$ cat src/rtl/riscv_pkg.sv
// rtl/riscv_pkg.sv - shared writeback types and constants
package riscv_pkg;

    // Register-file address width (32 architectural registers).
    localparam int unsigned RegAddrW = 5;

    // Source of the register-file write currently presented on the rf port.
    typedef enum logic [1:0] {
        WbNone = 2'd0,
        WbInt  = 2'd1,
        WbMem  = 2'd2
    } wb_src_e;

endpackage

$ cat src/rtl/wb_fifo.sv
// rtl/wb_fifo.sv - small FIFO holding integer results awaiting writeback
//
// Ports:
//   clk_i, rst_i              clock, synchronous active-high reset
//   push_i, push_addr_i/data  enqueue one result (ignored when full unless popping)
//   pop_i                     dequeue the head entry (ignored when empty)
//   head_addr_o, head_data_o  oldest entry
//   count_o, empty_o, full_o  occupancy
module wb_fifo
    import riscv_pkg::*;
#(
    parameter int unsigned XLEN  = 32,
    parameter int unsigned DEPTH = 2
) (
    input  logic                         clk_i,
    input  logic                         rst_i,
    input  logic                         push_i,
    input  logic [RegAddrW-1:0]          push_addr_i,
    input  logic [XLEN-1:0]              push_data_i,
    input  logic                         pop_i,
    output logic [RegAddrW-1:0]          head_addr_o,
    output logic [XLEN-1:0]              head_data_o,
    output logic [$clog2(DEPTH+1)-1:0]   count_o,
    output logic                         empty_o,
    output logic                         full_o
);

    localparam int unsigned CntW = $clog2(DEPTH + 1);
    localparam int unsigned PtrW = (DEPTH > 1) ? $clog2(DEPTH) : 1;
    localparam logic [CntW-1:0] DepthC  = CntW'(DEPTH);
    localparam logic [PtrW-1:0] LastPtr = PtrW'(DEPTH - 1);

    logic [RegAddrW-1:0] addr_mem_q [DEPTH];
    logic [XLEN-1:0]     data_mem_q [DEPTH];

    logic [PtrW-1:0] wr_ptr_q, wr_ptr_d;
    logic [PtrW-1:0] rd_ptr_q, rd_ptr_d;
    logic [CntW-1:0] count_q, count_d;
    logic            do_push;
    logic            do_pop;

    assign empty_o     = (count_q == '0);
    assign full_o      = (count_q == DepthC);
    assign count_o     = count_q;
    assign head_addr_o = addr_mem_q[rd_ptr_q];
    assign head_data_o = data_mem_q[rd_ptr_q];

    // A pop frees the head slot in the same cycle, so a full FIFO still
    // accepts a push when it is also being popped.
    assign do_pop  = pop_i && !empty_o;
    assign do_push = push_i && (!full_o || do_pop);

    always_comb begin
        wr_ptr_d = wr_ptr_q;
        rd_ptr_d = rd_ptr_q;
        count_d  = count_q;
        if (do_push) begin
            wr_ptr_d = (wr_ptr_q == LastPtr) ? '0 : wr_ptr_q + 1'b1;
        end
        if (do_pop) begin
            rd_ptr_d = (rd_ptr_q == LastPtr) ? '0 : rd_ptr_q + 1'b1;
        end
        case ({do_push, do_pop})
            2'b10:   count_d = count_q + 1'b1;
            2'b01:   count_d = count_q - 1'b1;
            default: count_d = count_q;
        endcase
    end

    always_ff @(posedge clk_i) begin
        if (rst_i) begin
            wr_ptr_q <= '0;
            rd_ptr_q <= '0;
            count_q  <= '0;
        end else begin
            wr_ptr_q <= wr_ptr_d;
            rd_ptr_q <= rd_ptr_d;
            count_q  <= count_d;
        end
    end

    // Storage needs no reset: occupancy alone decides what is valid.
    always_ff @(posedge clk_i) begin
        if (do_push) begin
            addr_mem_q[wr_ptr_q] <= push_addr_i;
            data_mem_q[wr_ptr_q] <= push_data_i;
        end
    end

endmodule

$ cat src/rtl/wb_arbiter.sv
// rtl/wb_arbiter.sv - writeback arbiter between integer and memory results
//
// Ports:
//   clk, rst                         clock, synchronous active-high reset
//   i_int_valid/res/waddr, o_int_ready   integer results (buffered, no backpressure)
//   i_mem_valid/data/waddr, o_mem_ready  memory results (valid/ready handshake)
//   o_rf_wen/waddr/wdata/src         registered register-file write port
//   o_overflow                       sticky: an integer result was dropped
module wb_arbiter
    import riscv_pkg::*;
#(
    parameter int unsigned XLEN       = 32,
    parameter int unsigned INT_DEPTH  = 2,
    parameter int unsigned STARVE_MAX = 4
) (
    input  logic                clk,
    input  logic                rst,
    input  logic                i_int_valid,
    input  logic [XLEN-1:0]     i_int_res,
    input  logic [4:0]          i_int_waddr,
    output logic                o_int_ready,
    input  logic                i_mem_valid,
    input  logic [XLEN-1:0]     i_mem_data,
    input  logic [4:0]          i_mem_waddr,
    output logic                o_mem_ready,
    output logic                o_rf_wen,
    output logic [4:0]          o_rf_waddr,
    output logic [XLEN-1:0]     o_rf_wdata,
    output wb_src_e             o_rf_src,
    output logic                o_overflow
);

    localparam int unsigned CntW    = $clog2(INT_DEPTH + 1);
    localparam int unsigned StarveW = $clog2(STARVE_MAX + 1);
    localparam logic [CntW-1:0]    DepthC     = CntW'(INT_DEPTH);
    localparam logic [StarveW-1:0] StarveMaxC = StarveW'(STARVE_MAX);

    logic [CntW-1:0]     buf_count;
    logic                buf_empty;
    logic                buf_full;
    logic [4:0]          head_addr;
    logic [XLEN-1:0]     head_data;
    logic                buf_push;
    logic                buf_pop;

    logic                int_cand;
    logic [4:0]          cand_addr;
    logic [XLEN-1:0]     cand_data;
    logic                int_win;
    logic                mem_win;
    logic                drop;

    logic [StarveW-1:0]  starve_q, starve_d;
    logic                rf_wen_q, rf_wen_d;
    logic [4:0]          rf_waddr_q, rf_waddr_d;
    logic [XLEN-1:0]     rf_wdata_q, rf_wdata_d;
    wb_src_e             rf_src_q, rf_src_d;
    logic                overflow_q, overflow_d;

    wb_fifo #(
        .XLEN  (XLEN),
        .DEPTH (INT_DEPTH)
    ) u_int_fifo (
        .clk_i       (clk),
        .rst_i       (rst),
        .push_i      (buf_push),
        .push_addr_i (i_int_waddr),
        .push_data_i (i_int_res),
        .pop_i       (buf_pop),
        .head_addr_o (head_addr),
        .head_data_o (head_data),
        .count_o     (buf_count),
        .empty_o     (buf_empty),
        .full_o      (buf_full)
    );

    // Arbitration. The incoming integer result may only bypass the buffer
    // when it is empty, otherwise older buffered results would be overtaken.
    always_comb begin
        int_cand  = !buf_empty || i_int_valid;
        cand_addr = buf_empty ? i_int_waddr : head_addr;
        cand_data = buf_empty ? i_int_res   : head_data;
        int_win   = !rst && int_cand && (!i_mem_valid || (starve_q == StarveMaxC));
        mem_win   = !rst && i_mem_valid && !int_win;
        buf_pop   = int_win && !buf_empty;
        buf_push  = !rst && i_int_valid && !(int_win && buf_empty);
        drop      = buf_push && buf_full && !buf_pop;
    end

    always_comb begin
        starve_d   = '0;
        overflow_d = overflow_q | drop;
        rf_wen_d   = 1'b0;
        rf_src_d   = WbNone;
        rf_waddr_d = rf_waddr_q;
        rf_wdata_d = rf_wdata_q;

        if (int_cand && mem_win) begin
            starve_d = (starve_q == StarveMaxC) ? starve_q : starve_q + 1'b1;
        end

        // x0 writes are consumed but never reach the register file.
        if (int_win) begin
            rf_wen_d   = (cand_addr != '0);
            rf_src_d   = WbInt;
            rf_waddr_d = cand_addr;
            rf_wdata_d = cand_data;
        end else if (mem_win) begin
            rf_wen_d   = (i_mem_waddr != '0);
            rf_src_d   = WbMem;
            rf_waddr_d = i_mem_waddr;
            rf_wdata_d = i_mem_data;
        end
    end

    always_ff @(posedge clk) begin
        if (rst) begin
            starve_q   <= '0;
            overflow_q <= 1'b0;
            rf_wen_q   <= 1'b0;
            rf_src_q   <= WbNone;
            rf_waddr_q <= '0;
            rf_wdata_q <= '0;
        end else begin
            starve_q   <= starve_d;
            overflow_q <= overflow_d;
            rf_wen_q   <= rf_wen_d;
            rf_src_q   <= rf_src_d;
            rf_waddr_q <= rf_waddr_d;
            rf_wdata_q <= rf_wdata_d;
        end
    end

    assign o_int_ready = (buf_count < DepthC);
    assign o_mem_ready = mem_win;
    assign o_rf_wen    = rf_wen_q;
    assign o_rf_waddr  = rf_waddr_q;
    assign o_rf_wdata  = rf_wdata_q;
    assign o_rf_src    = rf_src_q;
    assign o_overflow  = overflow_q;

endmodule

$ cat config.mk
export PLATFORM = sky130hd
export DESIGN_NAME = wb_arbiter
export DESIGN_NICKNAME = d
export VERILOG_FILES = /design/src/rtl/riscv_pkg.sv /design/src/rtl/wb_fifo.sv /design/src/rtl/wb_arbiter.sv
export SDC_FILE = /design/constraint.sdc
export NUM_CORES = 1
export LEC_CHECK = 0
export CORE_UTILIZATION = 45
export CTS_CLUSTER_SIZE = 20
export DETAILED_ROUTE_END_ITERATION = 8
export GPL_ROUTABILITY_DRIVEN = 0
export GPL_TIMING_DRIVEN = 0
export HOLD_SLACK_MARGIN = 0.1
export PLACE_DENSITY = 0.76
export SLEW_MARGIN = 20
export SYNTH_ARGS = -nofsm -noshare
export SYNTH_HDL_FRONTEND = slang
export SYNTH_SLANG_ARGS = --single-unit
$ cat constraint.sdc
create_clock -name clk -period 3.1 [get_ports clk]
set_input_delay 0.31 -clock clk [delete_from_list [all_inputs] [get_ports clk]]
set_output_delay 0.31 -clock clk [all_outputs]
set_load 0.01 [all_outputs]
==> Word-level counts from Yosys, hierarchy flattened <==
Memory sizes are Yosys's and may differ from the RTL's. A register that Yosys moved wholly into a read port is not among the register bits.
Index checks and enable logic that the tools add are counted.
{ "totals": {"ramBits": 74, "output_inout_bits": 43, "latch_bits": 0, "rom_bits": 0, "memories": 2, "register_bits": 48, "in_bits": 78, "elab_cells": 73} }
{ "memory_table": {"columns": ["memory", "depth", "width", "rd", "rd_ports_with_merged_regs", "write_ports", "line", "rtl"], "rows": [
  ["u_int_fifo.data_mem_q", 2, 32, 1, 1, 1, "wb_fifo.sv:34", "logic [XLEN-1:0] data_mem_q [DEPTH];"],
  ["u_int_fifo.addr_mem_q", 2, 5, 1, 1, 1, "wb_fifo.sv:33", "logic [RegAddrW-1:0] addr_mem_q [DEPTH];"]
]} }
{ "classes": {"bitwise_logic": 2, "shift": 0, "mul": 0, "reduce_logical": 30, "eq_ne": 4, "div": 0, "addsub": 5, "n_lt_le_gt_ge": 1, "mux": 19} }
{ "op_table": {"columns": ["op", "count"], "rows": [
  ["32-bit 2-to-1 mux", 3],
  ["5-bit 2-to-1 mux", 3],
  ["1-bit logical AND", 13],
  ["1-bit 2-to-1 mux", 11],
  ["5-bit nonzero test", 2],
  ["1-bit logical NOT", 7],
  ["2-bit == test (second input constant)", 2],
  ["2-bit one-hot mux with 2 select lines", 1],
  ["2-bit nonzero test", 2],
  ["2-bit OR reduction", 2],
  ["3-bit by 1-bit adder with 3-bit output (second input constant)", 1],
  ["3-bit == test (second input constant)", 1],
  ["1-bit logical OR", 3],
  ["1-bit adder (second input constant)", 2],
  ["2-bit by 1-bit adder with 2-bit output (second input constant)", 1],
  ["2-bit by 1-bit == test with 1-bit output (second input constant)", 1],
  ["2-bit logical NOT", 1],
  ["2-bit < comparator (second input constant)", 1],
  ["2-bit 2-to-1 mux", 1],
  ["2-bit by 1-bit subtractor with 2-bit output (second input constant)", 1],
  ["1-bit NOT", 1],
  ["1-bit bitwise OR", 1]
]} }

==> Depth between registers and ports, before layout <==
{ "depth": {"depth_word": 11, "mapped_depth": 9, "ltp_nobuf": 9} }

==> Cells and area by module <==
From an unflattened synthesis, not the netlist that was laid out.
{ "hier_totals": {"cells_unflattened": 392, "hier_area_um2": 5552.8} }
{ "by_module_without_submodules": {"columns": ["mod", "seq_area_each_um2", "cells_each", "instances", "area_per_inst_um2"], "rows": [
  ["wb_fifo", 2322.2, 145, 1, 2926.6],
  ["wb_arbiter", 880.8, 247, 1, 2626.3]
]} }

==> Worst setup path after synthesis <==
Ideal clock, no wire load.
{ "synth_path": {"path_kind": "reg2reg", "start": "register starve_q[0]", "end": "memory u_int_fifo.addr_mem_q[0][0], enable pin", "setup_slack_ps": 10, "t_required_ps": 2669, "stages_incl_launch_ff": 7, "synth_period_minus_slack_ps": 3090, "arrival_ps": 2658, "setup_time_ps": 431, "path_buffers": 0, "cell_sequence": "dfxtp_1 inv_1 ha_1 a21boi_2 xnor2_1 o21ai_1 nor2_1"} }
{ "synth_via": {"elab_chain_cells": 9, "word_cells_on_any_way": 12, "cone_classes": "eq/ne (1); mux (2); reduce/logical (9)"} }
{ "synth_rtl": {"columns": ["element", "line", "rtl"], "rows": [
  ["from (decl)", "wb_arbiter.sv:53", "logic [StarveW-1:0] starve_q, starve_d;"],
  ["from (signal assigned)", "wb_arbiter.sv:125", "starve_q <= starve_d;"],
  ["3-bit == test (*)", "wb_arbiter.sv:83", "int_win = !rst && int_cand && (!i_mem_valid || (starve_q == StarveMaxC));"],
  ["1-bit logical OR (*)", "wb_arbiter.sv:83", null],
  ["1-bit logical AND (*)", "wb_arbiter.sv:83", null],
  ["1-bit logical AND, on equally long branches", "wb_arbiter.sv:86, wb_arbiter.sv:85", null],
  ["1-bit logical NOT or 1-bit logical AND (tied branches)", "wb_arbiter.sv:86, wb_fifo.sv:50", null],
  ["1-bit logical AND or 1-bit logical OR (tied branches)", "wb_arbiter.sv:86, wb_fifo.sv:51", null],
  ["1-bit logical AND (*)", "wb_fifo.sv:51", "assign do_push = push_i && (!full_o || do_pop);"],
  ["1-bit 2-to-1 mux (*)", "wb_fifo.sv:84", "if (do_push) begin"],
  ["1-bit 2-to-1 mux (implied by the code) (*)", "wb_fifo.sv:85", "addr_mem_q[wr_ptr_q] <= push_addr_i;"],
  ["to (decl)", "wb_fifo.sv:33", null]
]} }
Every way passes the cells marked *; elsewhere a longest branch is shown, timed or not.

==> Final worst setup path <==
{ "layout_path": {"start": "register starve_q[0]", "end": "output o_mem_ready"} }
{ "layout_via": {"elab_chain_cells": 5} }
{ "layout_rtl": {"columns": ["element", "line", "rtl"], "rows": [
  ["3-bit == test", "wb_arbiter.sv:83", null],
  ["1-bit logical OR", "wb_arbiter.sv:83", null],
  ["1-bit logical AND", "wb_arbiter.sv:83", null],
  ["1-bit logical NOT", "wb_arbiter.sv:84", "mem_win = !rst && i_mem_valid && !int_win;"],
  ["1-bit logical AND", "wb_arbiter.sv:84", null],
  ["to (decl)", "wb_arbiter.sv:25", "output logic o_mem_ready,"]
]} }
No other way between the ends.

==> qor.yml <==
outcome:
  status: "complete, no violations"
worst_setup_path:
  cp-startpoint: "starve_q[0]"
  endpoint_kind: "output pin"
  critPathLaunchType: "flop"
  crit_path_top_delay_cell: "clkdlybuf4s50_1"
  worstPathRequired_ns: 2.79
  cp_cell_sequence: "inv_1, ha_1, a21boi_4, or3_1, buf_2, buf_6, buf_4, and2_1, clkdlybuf4s50_1"
  cp_max_fo: 10
  cp.arrival_ns: 2.66
  worstSetupPathType: "flop to output pin"
  reg2reg_from: "starve_q[0]"
  max_stage_delay_ns: 0.53
timing:
  fmax_ghz: 0.337
  period_share_pct: 95.8
  setup_viol: 0
  drv_slew: 0
  slew_headroom_pct: 45.9
  rsz0062_at_grt: "no"
  setup_ws_ns: 0.131
  whs_ns: 0.473
  period_minus_slack_ns: 2.97
  skew_ns: 0.0107
  worst_pin_slew_ns: 0.811
  hold_viol: 0
clocking:
  clock-root-buffer: "clkbuf_16"
  cts.sinks: 123
  ctsHoldBuffers: 0
  cts_tree: "built"
  cts_buffer_depth: 2
  clk_latency_ns: 0.41
  htree_levels: 4
  clk_pin_slew_ns: 0.05
  cts_made_buffers: 17
synth:
  ys_async_sr_fraction_pct: 0
  avgSynthCellArea_sq_um: 13.5
  syn_nets: 472
  synth_ff_type: "edfxtp_1"
  synthMuxAreaShare_pct: 14.0
  yosys-top-cells-count: "74 x edfxtp_1, 74 x mux2i_1, 49 x dfxtp_1"
  seq_area_frac_synth_pct: 60.5
  synthesis.area_sq_um: 5290
  yosys_warnings: 0
  ys_seq_elements: 123
  synthAdderAreaFrac_pct: 0.709
  synth_top_family_by_area: "compound AO/OA/AOI/OAI gates"
  synthXorXnorAreaFrac_pct: 0.662
  synth_cells: 391
  synth_top_area_cell: "edfxtp_1"
  yosys.cell_types.count: 31
  synth_compound_area_share_pct: 14.9
  synth.area.top_cells: "edfxtp_1 42%, dfxtp_1 19%, mux2i_1 14%"
  synth-simple-area-share_pct: 5.67
  yosys.area.top_type_share_pct: 42.0
  synth-edff-count: 74
die:
  core_region_area_sq_um: 11400
  rows: 39
  start_util_pct: 46.4
  io_pins: 121
  die_width_microns: 110
  fp.dieArea_sq_um: 12200
  die_h_microns: 110
global_routing:
  antenna_found_initial: 0
  met1_usage_pct: 25.0
  met3_usage_pct: 5.21
  grt_max_degree: 20
  grt_pass1_vias: 3830
  busiest_layer: "met2"
  use_met2_pct: 36.1
  grtUsageTotal_pct: 20.8
  grt_pass1_wl_mm: 19.5
  overflow: 0
layout:
  layout.nets: 613
  area_growth_pct: 38.9
  fill_cells: 860
  antenna_cells: 0
  drive_gt1_share_pct: 16.7
pwr:
  p_leak_nw: 2.54
  peakVddDrop_mv: 0.362
  p_per_area_nw_per_um2: 614
placement:
  dp_slack_ns: 0.185
  io_buffers: 120
  place_hpwl_mm: 8.47
drt:
  wl_mm: 12.1
  vias: 3702
  wl_per_cell_microns: 17.6
  drtIter0Drc: 123
  first_pass_iters: 4
  viasPerCell: 5.38
  route.detailed.drc: 0
  antenna_left: 0
run:
  cap_violations: 0
min_path:
  hold_start: "starve_q[0]"
  hp-class: "flop to flop"
## placed cells by master, fill, tap and decap left out, types with 3 or more instances in the layout
master / instances
a211oi_1: 34
a211oi_2: 37
a21oi_1: 5
buf_2: 13
buf_4: 3
buf_6: 3
clkbuf_1: 16
clkbuf_16: 18
clkbuf_8: 4
clkdlybuf4s50_1: 120
clkinv_2: 3
dfxtp_1: 49
edfxtp_1: 74
ha_1: 3
inv_1: 5
mux2i_1: 74
nor2_1: 45
nor2_4: 3
nor2b_1: 3
nor3_1: 7
xnor2_1: 3
## cells by family after synthesis
family	after synthesis
compound gates	82
simple gates	68
xor+xnor	4
mux	74
fa+ha+maj	3
buf+inv	37
flops	123
## what timing repair did
action                                  CTS  global route
setup buffers                             0             0
resized for setup                         0             1
endpoints found under the setup margin    0             1
## report_power, final
| group | total [mW] | internal [mW] | switching (mW) |
|---|---|---|---|
| registers | 1.87 | 1.83 | 0.0356 |
| clock network | 1.98 | 1.31 | 0.667 |
| logic | 0.664 | 0.326 | 0.338 |
| total | 4.51 | 3.47 | 1.04 |
## final cells by class
cell class	instances	area, sq um	area share, %
clock inverter	6	82.6	1.12
sequential	123	3200	43.6
tap	143	179	2.43
timing repair buffer	122	1260	17.1
inverter	6	22.5	0.306
multi-input combinational	231	1920	26.2
clock buffer	26	520	7.08
buffer	31	166	2.26
## metrics by stage
stage | cells | power (mW) | TNS (ns) | util, % | instance area (sq um)
finish | 688 | 4.51 | 0 | 64.4 | 7350
global route | 688 | 4.66 | 0 | 64.4 | 7350
CTS | 688 | 4.53 | 0 | 64.3 | 7350
detailed placement | 656 | 2.56 | 0 | 59.1 | 6740
global placement | 654 | 2.54 | -104.48 | 58.4 | 6670
floorplan | 391 | 2.25 | 0 | - | 5290
## flip-flops by register name (all words and copies together) (netlist names), 2 cells and up, named ones only
name	flops
u_int_fifo.data_mem_q	64
o_rf_wdata	32
u_int_fifo.addr_mem_q	10
o_rf_waddr	5
starve_q	3
o_rf_src	2
u_int_fifo.count_o	2
## critical path: cells and delay by family (launching register included)
family | cells | cell delay, ns
AOI/OAI and AO/OA | 1 | 0.25
buffers and inverters | 5 | 1.11
adders and majority gates | 1 | 0.25
and+or+nand+nor | 2 | 0.29
DFF | 1 | 0.36
## layer usage
layer  part of all wire (%)  vias to the layer above
met4                   0.94                        0
met5                      0                        -
met1                     44                     1807
li1                       -                     1773
met3                    4.7                       11
met2                     51                      111
## path summary, 6_finish.rpt
check / end / cells after the start / slack [ns]
hold / removal: starve_q[0] / 1 / 0.47
setup reg to reg: u_int_fifo.count_o[1] / 8 / 0.62
setup / recovery: o_mem_ready / 9 / 0.13
hold reg to reg: starve_q[0] / 1 / 0.47
Note: power is estimated with default switching activity, not from simulation.
